## src/rtl/seq_game_pkg.sv

```systemverilog
// Shared constants for the repeat-after-me sequence game: FSM encodings,
// code width and a helper that sizes the tick counter.
package seq_game_pkg;

  localparam int CODE_W = 2;

  typedef logic [2:0] state_t;

  localparam state_t ST_IDLE     = 3'd0;
  localparam state_t ST_ADD      = 3'd1;
  localparam state_t ST_SHOW_ON  = 3'd2;
  localparam state_t ST_SHOW_OFF = 3'd3;
  localparam state_t ST_WAIT_IN  = 3'd4;

  // Bits needed for a counter that runs 0..max(a,b,c)-1, never less than one.
  function automatic int cnt_width(input int a, input int b, input int c);
    int m;
    m = a;
    if (b > m) m = b;
    if (c > m) m = c;
    return (m < 2) ? 1 : $clog2(m);
  endfunction

endpackage

```

## src/rtl/seq_mem.sv

```systemverilog
// Sequence storage: DEPTH x W register file, one synchronous write port and
// one combinational read port.
module seq_mem #(
  parameter int DEPTH = 16,
  parameter int W     = 2
) (
  input  logic                     clk,
  input  logic                     we,
  input  logic [$clog2(DEPTH)-1:0] waddr,
  input  logic [W-1:0]             wdata,
  input  logic [$clog2(DEPTH)-1:0] raddr,
  output logic [W-1:0]             rdata
);

  logic [W-1:0] mem_q [DEPTH];

  // NOTE: storage has no reset; the FSM never reads an entry before writing it.
  always_ff @(posedge clk) begin
    if (we) mem_q[waddr] <= wdata;
  end

  assign rdata = mem_q[raddr];

endmodule

```

## src/rtl/random_sequence_game.sv

```systemverilog
// Repeat-after-me game FSM: grows a sequence from rnd, plays it back on the
// LED, then checks button presses. Define SEQ_TIMEOUT_EN for a per-press timeout.
module random_sequence_game
  import seq_game_pkg::*;
#(
  parameter int MAX_LEN       = 16,
  parameter int ON_TICKS      = 25_000_000,
  parameter int OFF_TICKS     = 12_500_000,
  parameter int TIMEOUT_TICKS = 250_000_000
) (
  input  logic                         clk,
  input  logic                         rst,
  input  logic [CODE_W-1:0]            rnd,
  input  logic                         start,
  input  logic                         btn_valid,
  input  logic [CODE_W-1:0]            btn_code,
  output logic                         led_on,
  output logic [CODE_W-1:0]            led_code,
  output logic                         busy,
  output logic                         round_ok,
  output logic                         game_won,
  output logic                         fail,
  output logic [$clog2(MAX_LEN+1)-1:0] level
);

  localparam int LW = $clog2(MAX_LEN + 1);
  localparam int AW = $clog2(MAX_LEN);
  localparam int TW = cnt_width(ON_TICKS, OFF_TICKS, TIMEOUT_TICKS);

  localparam logic [TW-1:0] ON_LAST  = TW'(ON_TICKS - 1);
  localparam logic [TW-1:0] OFF_LAST = TW'(OFF_TICKS - 1);
  localparam logic [LW-1:0] LEN_MAX  = LW'(MAX_LEN);
`ifdef SEQ_TIMEOUT_EN
  localparam logic [TW-1:0] TO_LAST  = TW'(TIMEOUT_TICKS - 1);
`endif

  state_t          state_q, state_d;
  logic [LW-1:0]   len_q, len_d;
  logic [AW-1:0]   idx_q, idx_d;
  logic [TW-1:0]   tick_q, tick_d;
  logic            round_ok_q, round_ok_d;
  logic            game_won_q, game_won_d;
  logic            fail_q, fail_d;
  logic            mem_we;
  logic [CODE_W-1:0] rd_code;
  logic            idx_last;

  seq_mem #(.DEPTH(MAX_LEN), .W(CODE_W)) u_mem (
    .clk   (clk),
    .we    (mem_we),
    .waddr (len_q[AW-1:0]),
    .wdata (rnd),
    .raddr (idx_q),
    .rdata (rd_code)
  );

  assign idx_last = (LW'(idx_q) + LW'(1)) == len_q;

  // NOTE: every always_comb output gets a default first so no latch is inferred.
  always_comb begin
    state_d    = state_q;
    len_d      = len_q;
    idx_d      = idx_q;
    tick_d     = tick_q + TW'(1);
    round_ok_d = 1'b0;
    game_won_d = 1'b0;
    fail_d     = 1'b0;
    mem_we     = 1'b0;

    case (state_q)
      ST_IDLE: begin
        tick_d = '0;
        idx_d  = '0;
        if (start) state_d = ST_ADD;
      end
      ST_ADD: begin
        mem_we  = 1'b1;
        len_d   = len_q + LW'(1);
        idx_d   = '0;
        tick_d  = '0;
        state_d = ST_SHOW_ON;
      end
      ST_SHOW_ON: begin
        if (tick_q == ON_LAST) begin
          tick_d  = '0;
          state_d = ST_SHOW_OFF;
        end
      end
      ST_SHOW_OFF: begin
        if (tick_q == OFF_LAST) begin
          tick_d = '0;
          if (idx_last) begin
            idx_d   = '0;
            state_d = ST_WAIT_IN;
          end else begin
            idx_d   = idx_q + AW'(1);
            state_d = ST_SHOW_ON;
          end
        end
      end
      ST_WAIT_IN: begin
`ifndef SEQ_TIMEOUT_EN
        tick_d = '0;
`endif
        if (btn_valid) begin
          tick_d = '0;
          if (btn_code != rd_code) begin
            fail_d  = 1'b1;
            len_d   = '0;
            state_d = ST_IDLE;
          end else if (!idx_last) begin
            idx_d = idx_q + AW'(1);
          end else begin
            round_ok_d = 1'b1;
            state_d    = ST_IDLE;
            if (len_q == LEN_MAX) begin
              game_won_d = 1'b1;
              len_d      = '0;
            end
          end
        end
`ifdef SEQ_TIMEOUT_EN
        else if (tick_q == TO_LAST) begin
          tick_d  = '0;
          fail_d  = 1'b1;
          len_d   = '0;
          state_d = ST_IDLE;
        end
`endif
      end
      default: state_d = ST_IDLE;
    endcase
  end

  // NOTE: sequential state uses non-blocking assignments only.
  always_ff @(posedge clk or posedge rst) begin
    if (rst) begin
      state_q    <= ST_IDLE;
      len_q      <= '0;
      idx_q      <= '0;
      tick_q     <= '0;
      round_ok_q <= 1'b0;
      game_won_q <= 1'b0;
      fail_q     <= 1'b0;
    end else begin
      state_q    <= state_d;
      len_q      <= len_d;
      idx_q      <= idx_d;
      tick_q     <= tick_d;
      round_ok_q <= round_ok_d;
      game_won_q <= game_won_d;
      fail_q     <= fail_d;
    end
  end

  assign busy     = state_q != ST_IDLE;
  assign led_on   = state_q == ST_SHOW_ON;
  assign led_code = led_on ? rd_code : '0;
  assign level    = len_q;
  assign round_ok = round_ok_q;
  assign game_won = game_won_q;
  assign fail     = fail_q;

endmodule

```

## config.mk

```make
export PLATFORM = sky130hd
export DESIGN_NAME = random_sequence_game
export DESIGN_NICKNAME = d
export VERILOG_FILES = /design/src/rtl/seq_game_pkg.sv /design/src/rtl/seq_mem.sv /design/src/rtl/random_sequence_game.sv
export SDC_FILE = /design/constraint.sdc
export NUM_CORES = 1
export LEC_CHECK = 0
export BUFFER_PORTS_ARGS = -buffer_cell sky130_fd_sc_hd__buf_2
export CAP_MARGIN = 20
export CELL_PAD_IN_SITES_DETAIL_PLACEMENT = 0
export CELL_PAD_IN_SITES_GLOBAL_PLACEMENT = 2
export CORE_MARGIN = 2
export CORE_UTILIZATION = 40
export CTS_CLUSTER_DIAMETER = 100
export DETAILED_ROUTE_END_ITERATION = 7
export PLACE_DENSITY = 0.78
export SYNTH_ARGS = -nofsm -noshare
export SYNTH_HDL_FRONTEND = slang
export SYNTH_HIERARCHICAL = 1
export SYNTH_SLANG_ARGS = --single-unit
```

## constraint.sdc

```tcl
create_clock -name clk -period 3 [get_ports clk]
set_input_delay 0.45 -clock clk [delete_from_list [all_inputs] [get_ports clk]]
set_output_delay 0.45 -clock clk [all_outputs]
set_load 0.005 [all_outputs]
```

# Yosys cells after proc, flatten, opt, wreduce, memory -nomap -nowiden
# Memories as Yosys holds them, arrays and structs flattened.
# Index checks and enable logic that the tools add are counted.
dict set report totals {
  ram_bits 32
  register_bits 43
  n_memories 1
  output_inout_bits 12
  word_cells 76
  in_bits 8
}
# memory depth width read_ports rd_clocked_by_memory_dff write_ports line
set mem_list {}
lappend mem_list {u_mem.mem_q 16 2 1 0 1 seq_mem.sv:15} ;# logic [W-1:0] mem_q [DEPTH];
dict set report op_classes {
  eq_ne 17
  n_addsub 4
  n_reduce_logical 9
  muxes 38
}
# op count
set ops {}
lappend ops {{28-bit one-hot mux with 3 select lines} 1}
lappend ops {{28-bit two-way mux} 2}
lappend ops {{28-bit by 1-bit adder with 28-bit output (second input constant)} 1}
lappend ops {{28-bit by 24-bit equality test with 1-bit output (second input constant)} 1}
lappend ops {{28-bit by 25-bit equality test with 1-bit output (second input constant)} 1}
lappend ops {{3-bit two-way mux} 7}
lappend ops {{4-bit two-way mux} 5}
lappend ops {{5-bit two-way mux} 4}
lappend ops {{1-bit two-way mux} 15}
lappend ops {{3-bit one-hot mux with 5 select lines} 1}
lappend ops {{4-bit one-hot mux with 3 select lines} 1}
lappend ops {{2-bit inequality test (second input constant)} 5}
lappend ops {{5-bit one-hot mux with 2 select lines} 1}
lappend ops {{5-bit AND reduction} 2}
lappend ops {{3-bit by 2-bit equality test with 1-bit output (second input constant)} 2}
lappend ops {{3-bit inequality test (second input constant)} 2}
lappend ops {{3-bit nonzero test} 2}
lappend ops {{4-bit by 1-bit adder with 5-bit output (second input constant)} 1}
lappend ops {{5-bit by 1-bit adder with 5-bit output (second input constant)} 1}
lappend ops {{5-bit equality test} 1}
lappend ops {{5-bit equality test (second input constant)} 1}
lappend ops {{4-bit by 1-bit adder with 4-bit output (second input constant)} 1}
lappend ops {{4-bit AND reduction} 1}
lappend ops {{3-bit by 1-bit equality test with 1-bit output (second input constant)} 1}
lappend ops {{8 further kinds} 8}

# Depth between registers and ports, before layout
dict set report depth {
  ltp_word 6
  depth_mapped 10
  ltp_nobuf 9
}

# Hierarchy
# The synthesis kept the hierarchy.
# module cells_per_inst n_inst area_each_um2
set by_module_without_submodules {}
lappend by_module_without_submodules {random_sequence_game 248 1 2384.8}
lappend by_module_without_submodules {seq_mem 76 1 1340.0}

# Worst setup path before layout
# No wires, ideal clock.
dict set report synth_timing {
  path_kind {register to register}
  startpoint {register idx_q[0]}
  endpoint {register idx_q[2]}
  path_stages_with_launch 11
  setup_slack_ns 0.412
  arrival_time_ns 2.525
  setup_ns 0.063
  synth_period_minus_slack_ns 2.588
  cell_sequence {dfrtp_1 buf_6 mux4_2 a22oi_1 nand3_1 xnor2_1 nand4b_1 o2bb2ai_1 a211oi_1 o21ai_0 a21bo_2}
}
dict set report synth_via {
  word_cells_on_any_way 14
  cone_classes {add/sub (2); eq/ne (4); mux (6); reduce/logical (1); memory (1)}
}
# item line
set synth_lines {}
lappend synth_lines {{start, declared} random_sequence_game.sv:39} ;# logic [AW-1:0] idx_q, idx_d;
lappend synth_lines {{start signal, assigned} random_sequence_game.sv:148} ;# idx_q <= idx_d;
lappend synth_lines {{memory read 16 x 2 bit} n/a}
lappend synth_lines {{named net rd_code[1]} random_sequence_game.sv:45} ;# logic [CODE_W-1:0] rd_code;
lappend synth_lines {{2-bit inequality test} random_sequence_game.sv:107} ;# if (btn_code != rd_code) begin
lappend synth_lines {{2-bit inequality test (no source line)} n/a}
lappend synth_lines {{5-bit AND reduction (no source line)} n/a}
# The timed path passes the listed nets, and every way through them passes these cells. The select of a mux whose other input is x is not followed.
# A chain may end at the register's enable or synchronous reset.

# Worst setup path in the final report
dict set report layout_timing {
  startpoint {register idx_q[0]}
  endpoint {register len_q[3] (netlist: level[3])}
}
dict set report layout_via {
  elab_chain_cells 5
  word_cells_on_any_way 10
  cone_classes {add/sub (1); eq/ne (4); mux (3); reduce/logical (1); memory (1)}
}
# item line
set layout_rtl {}
lappend layout_rtl {{memory read 16 x 2 bit *} n/a}
lappend layout_rtl {{named net rd_code[1]} random_sequence_game.sv:45}
lappend layout_rtl {{2-bit inequality test *} random_sequence_game.sv:107}
lappend layout_rtl {{5-bit two-way mux} random_sequence_game.sv:107}
lappend layout_rtl {{5-bit two-way mux} random_sequence_game.sv:105} ;# if (btn_valid) begin
lappend layout_rtl {{5-bit one-hot mux with 2 select lines} random_sequence_game.sv:70} ;# case (state_q)
lappend layout_rtl {{end signal, assigned} random_sequence_game.sv:147} ;# len_q <= len_d;
lappend layout_rtl {{end, declared} random_sequence_game.sv:38} ;# logic [LW-1:0] len_q, len_d;
# The timed path passes the listed nets; every way through them passes the cells marked *. The select of a mux whose other input is x is not followed.

==> out/results.ini <==
[route]
number_of_nets_with_antenna_violations_after_routing=0
drc=0
route.detailed.wl_per_inst_um=16.50
routed_wl_mm=7.771
detail_route.iter0.violations=83
dr_total_vias=2492
drt_pre_antenna_iters=5
vias_per_cell=5.291

[cts]
cts-htree-levels=3
tritoncts_clock_tree=built
clock_sink_total=75
worstSkewPairLatency_ns=0.35
clk_root_buffer_cell=sky130_fd_sc_hd__clkbuf_8
cts.repair_timing.setup_buffer_count=0
numCtsBuffers=9
clkTransAtPathRegs_ns=0.09
cts.path.max_buffers=2
holdBufCountCts=0

[finish]
num_antenna_cells=0
final_nets=367
drive_above_1_share=0.1583
most_used_cells_in_the_layout_excluding_fill_and_tap_cells=sky130_fd_sc_hd__nor2_1 (51), sky130_fd_sc_hd__dfrtp_1 (42), sky130_fd_sc_hd__edfxtp_1 (32)
area.growth.synth_to_final_pct=11.56
commonest_non_fill_non_tap_cell_in_the_layout=sky130_fd_sc_hd__nor2_1

[worst_hold_path]
class_of_the_tightest_hold_or_removal_check=in -> async

[sta]
timing.final.crit_period_ns=2.744
setup_violations=0
max_slew_headroom_at_the_worst_pin=0.3710
totalNegativeSetupSlack_ns=0
rsz0062_at_grt=no
timing.final.hold_violations=0
timing.final.crit_share=0.9145
timing_worst_slew_pin_value_ns=0.9422
final.setup_skew_ns=0.007736
fmaxAchievable_mhz=364.5
min_setup_slack_post_route_ns=0.2564
final_max_slew_viol_count=0

[setup_path]
critPathLaunchType=flop
crit_type=reg -> reg
timing.critical_path.required_ns=3.27
arrival_ns=3.01
reg2reg_slack_ns=0.26
worst_path_maximum_fanout=9
critPathCaptureType=flop

[placed_design]
dpl.hpwl_mm=5.370
routabilityCongestion=0.7625
detailedPlace.worstSlack_ns=0.1614
io_buffer_count=19

[logic_synthesis]
post_synthesis_simple_gate_area_fraction=0.2106
synth_enable_flop_cells=32
synth-adder-area-share=0.01344
synth-xor-area-share=0.07759
synth_top_family_by_area=simple AND/OR/NAND/NOR gates
yosys.cell_types.count=52
postSynth.asyncResetShare=0.5733
synth_area_leaders=sky130_fd_sc_hd__dfrtp_1 (29%), sky130_fd_sc_hd__edfxtp_1 (26%), sky130_fd_sc_hd__xnor2_1 (5.4%)
synth_seq_area_share=0.5469
synth_largest_area_cell=sky130_fd_sc_hd__dfrtp_1
synth.avg_cell_area_sq_um=11.50
muxShareOfSynthArea=0.05542
ys_warn_count=6
synth_top_flop_cell=sky130_fd_sc_hd__dfrtp_1
synth_compound_gate_area_share=0.07390
synthCells=324
synth-seq-cells=75
synthesis.area_sq_um=3725
synth_largest_type_area_fraction=0.2889
postSynthNetCount=336

[global_routing]
gr_util_all_layers=0.1658
grt_pass1_wl_mm=12.82
antenna_found_initial=0
number_of_global_route_vias_before_repair=2529
grt_max_degree=44
grt.overflow.total=0

[power]
ir_drop_mv=0.1904
powerDensity_nw_per_um2=439.3
power_leakage_nw=1.648

[run_status]
run_status=completed

[die]
design.core.area_sq_um=9153
die_w_um=100.5
io_pins=20
std_cell_rows=35
die_y_um=100.5
initial_core_util=0.4070
dieArea_sq_um=10100

[flow_run]
timing.max_cap.violations=0

synthesized netlist by cell type, types with 2 or more instances:
cell                        number
sky130_fd_sc_hd__edfxtp_1       32
sky130_fd_sc_hd__buf_6           3
sky130_fd_sc_hd__nor4_2          2
sky130_fd_sc_hd__nand4b_1        2
sky130_fd_sc_hd__xnor2_1        23
sky130_fd_sc_hd__a21bo_2         2
sky130_fd_sc_hd__nand2_1        22
sky130_fd_sc_hd__nor4_1          3
sky130_fd_sc_hd__nor2_1         51
sky130_fd_sc_hd__mux4_1          4
sky130_fd_sc_hd__ha_1            4
sky130_fd_sc_hd__inv_1           8
sky130_fd_sc_hd__and4_1          3
sky130_fd_sc_hd__o2bb2ai_1       2
sky130_fd_sc_hd__a31oi_1         3
sky130_fd_sc_hd__a22o_1          2
sky130_fd_sc_hd__dfrtp_1        43
sky130_fd_sc_hd__clkbuf_1        4
sky130_fd_sc_hd__a41oi_1         4
sky130_fd_sc_hd__o21a_1          2
sky130_fd_sc_hd__and3_1          6
sky130_fd_sc_hd__o21ai_0         3
sky130_fd_sc_hd__or3_1           2
sky130_fd_sc_hd__nand3b_1        4
sky130_fd_sc_hd__o21bai_1        2
sky130_fd_sc_hd__nand4_1         8
sky130_fd_sc_hd__nand2b_1        2
sky130_fd_sc_hd__a22oi_1         2
sky130_fd_sc_hd__a21o_1          2
sky130_fd_sc_hd__a21oi_1         5
sky130_fd_sc_hd__nor2b_1         6
sky130_fd_sc_hd__nor3_1         10
sky130_fd_sc_hd__nor3b_1         2
sky130_fd_sc_hd__mux4_2          4
sky130_fd_sc_hd__xor2_1         10
sky130_fd_sc_hd__and2_1          5
sky130_fd_sc_hd__nand3_1        17
critical path: stages (launching register included):
cell and delay, ns:
sky130_fd_sc_hd__dfrtp_2 0.53, sky130_fd_sc_hd__mux4_2 0.54, sky130_fd_sc_hd__a22oi_1 0.19, sky130_fd_sc_hd__nand3_1 0.18, sky130_fd_sc_hd__xnor2_1 0.34, sky130_fd_sc_hd__nand2_1 0.15
sky130_fd_sc_hd__a21oi_1 0.19, sky130_fd_sc_hd__o21ai_0 0.17, sky130_fd_sc_hd__buf_4 0.19, sky130_fd_sc_hd__a41oi_1 0.20
area by class of cell:
class	instances	area, sq um
inverter	8	30.03
sequential	75	2038
fill	835	4997
multi-input combinational	233	1605
tap	111	138.9
clock buffer	9	123.9
timing repair buffer	28	162.7
clock inverter	7	56.30
kinds of logic after synthesis:
group | after synthesis
AO/OA/AOI/OAI | 35
XOR/XNOR | 33
adder cells (fa/ha/maj) | 4
buffers and inverters | 16
flip-flops | 75
multiplexers | 9
AND/OR/NAND/NOR | 152
registers in the layout (all words and copies together), names as in the netlist:
signal,cells
fail,1
game_won,1
idx_q,4
level,5
round_ok,1
state_q,3
tick_q,28
u_mem/mem_q,32
layer usage:
layer,GRT usage,wire (um),vias to the layer above
met4,0.06322,104,0
li1,-,-,1240
met5,0,0,-
met1,0.2173,3631,1212
met2,0.2705,3839,32
met3,0.03675,195,8
path summary, 6_finish.rpt:
kind,start,end,cells past startpoint
max,idx_q[0]$_DFFE_PP0P_,level[3]$_DFFE_PP0P_,9
min reg2reg,tick_q[0]$_DFF_PP0_,tick_q[0]$_DFF_PP0_,1
max reg2reg,idx_q[0]$_DFFE_PP0P_,level[3]$_DFFE_PP0P_,9
min,rst,level[2]$_DFFE_PP0P_,2
min in group clk,btn_valid,round_ok$_DFF_PP0_,3
max in group asynchronous,rst,idx_q[0]$_DFFE_PP0P_,2
per-stage QoR:
stage / hold WS [ns] / instance area [sq um] / power [mW] / std cells / utilization
final: 0.2916 / 4155 / 1.825 / 471 / 0.4540
after global routing: 0.3713 / 4155 / 1.901 / 471 / 0.4540
after CTS: 0.3238 / 4154 / 1.859 / 471 / 0.4539
after detailed placement: 0.4849 / 3974 / 1.120 / 455 / 0.4342
after global placement: 0.4755 / 3974 / 1.120 / 455 / 0.4342
after floorplan: 0.4503 / 3725 / 1.104 / 324 / -
power by group:
part | internal [mW] | leakage [nW] | total [mW] | switching (mW)
logic | 0.00507 | 0.690 | 0.0274 | 0.0223
clock network | 0.312 | 0.0862 | 0.728 | 0.416
registers | 1.07 | 0.872 | 1.07 | 0
total | 1.39 | 1.65 | 1.83 | 0.439
repair_timing:
item / CTS / global route
hold endpoints to repair: 0 / 0
resized for setup: 0 / 1
setup endpoints to repair: 0 / 8
Power figures use the tool's default switching activity.
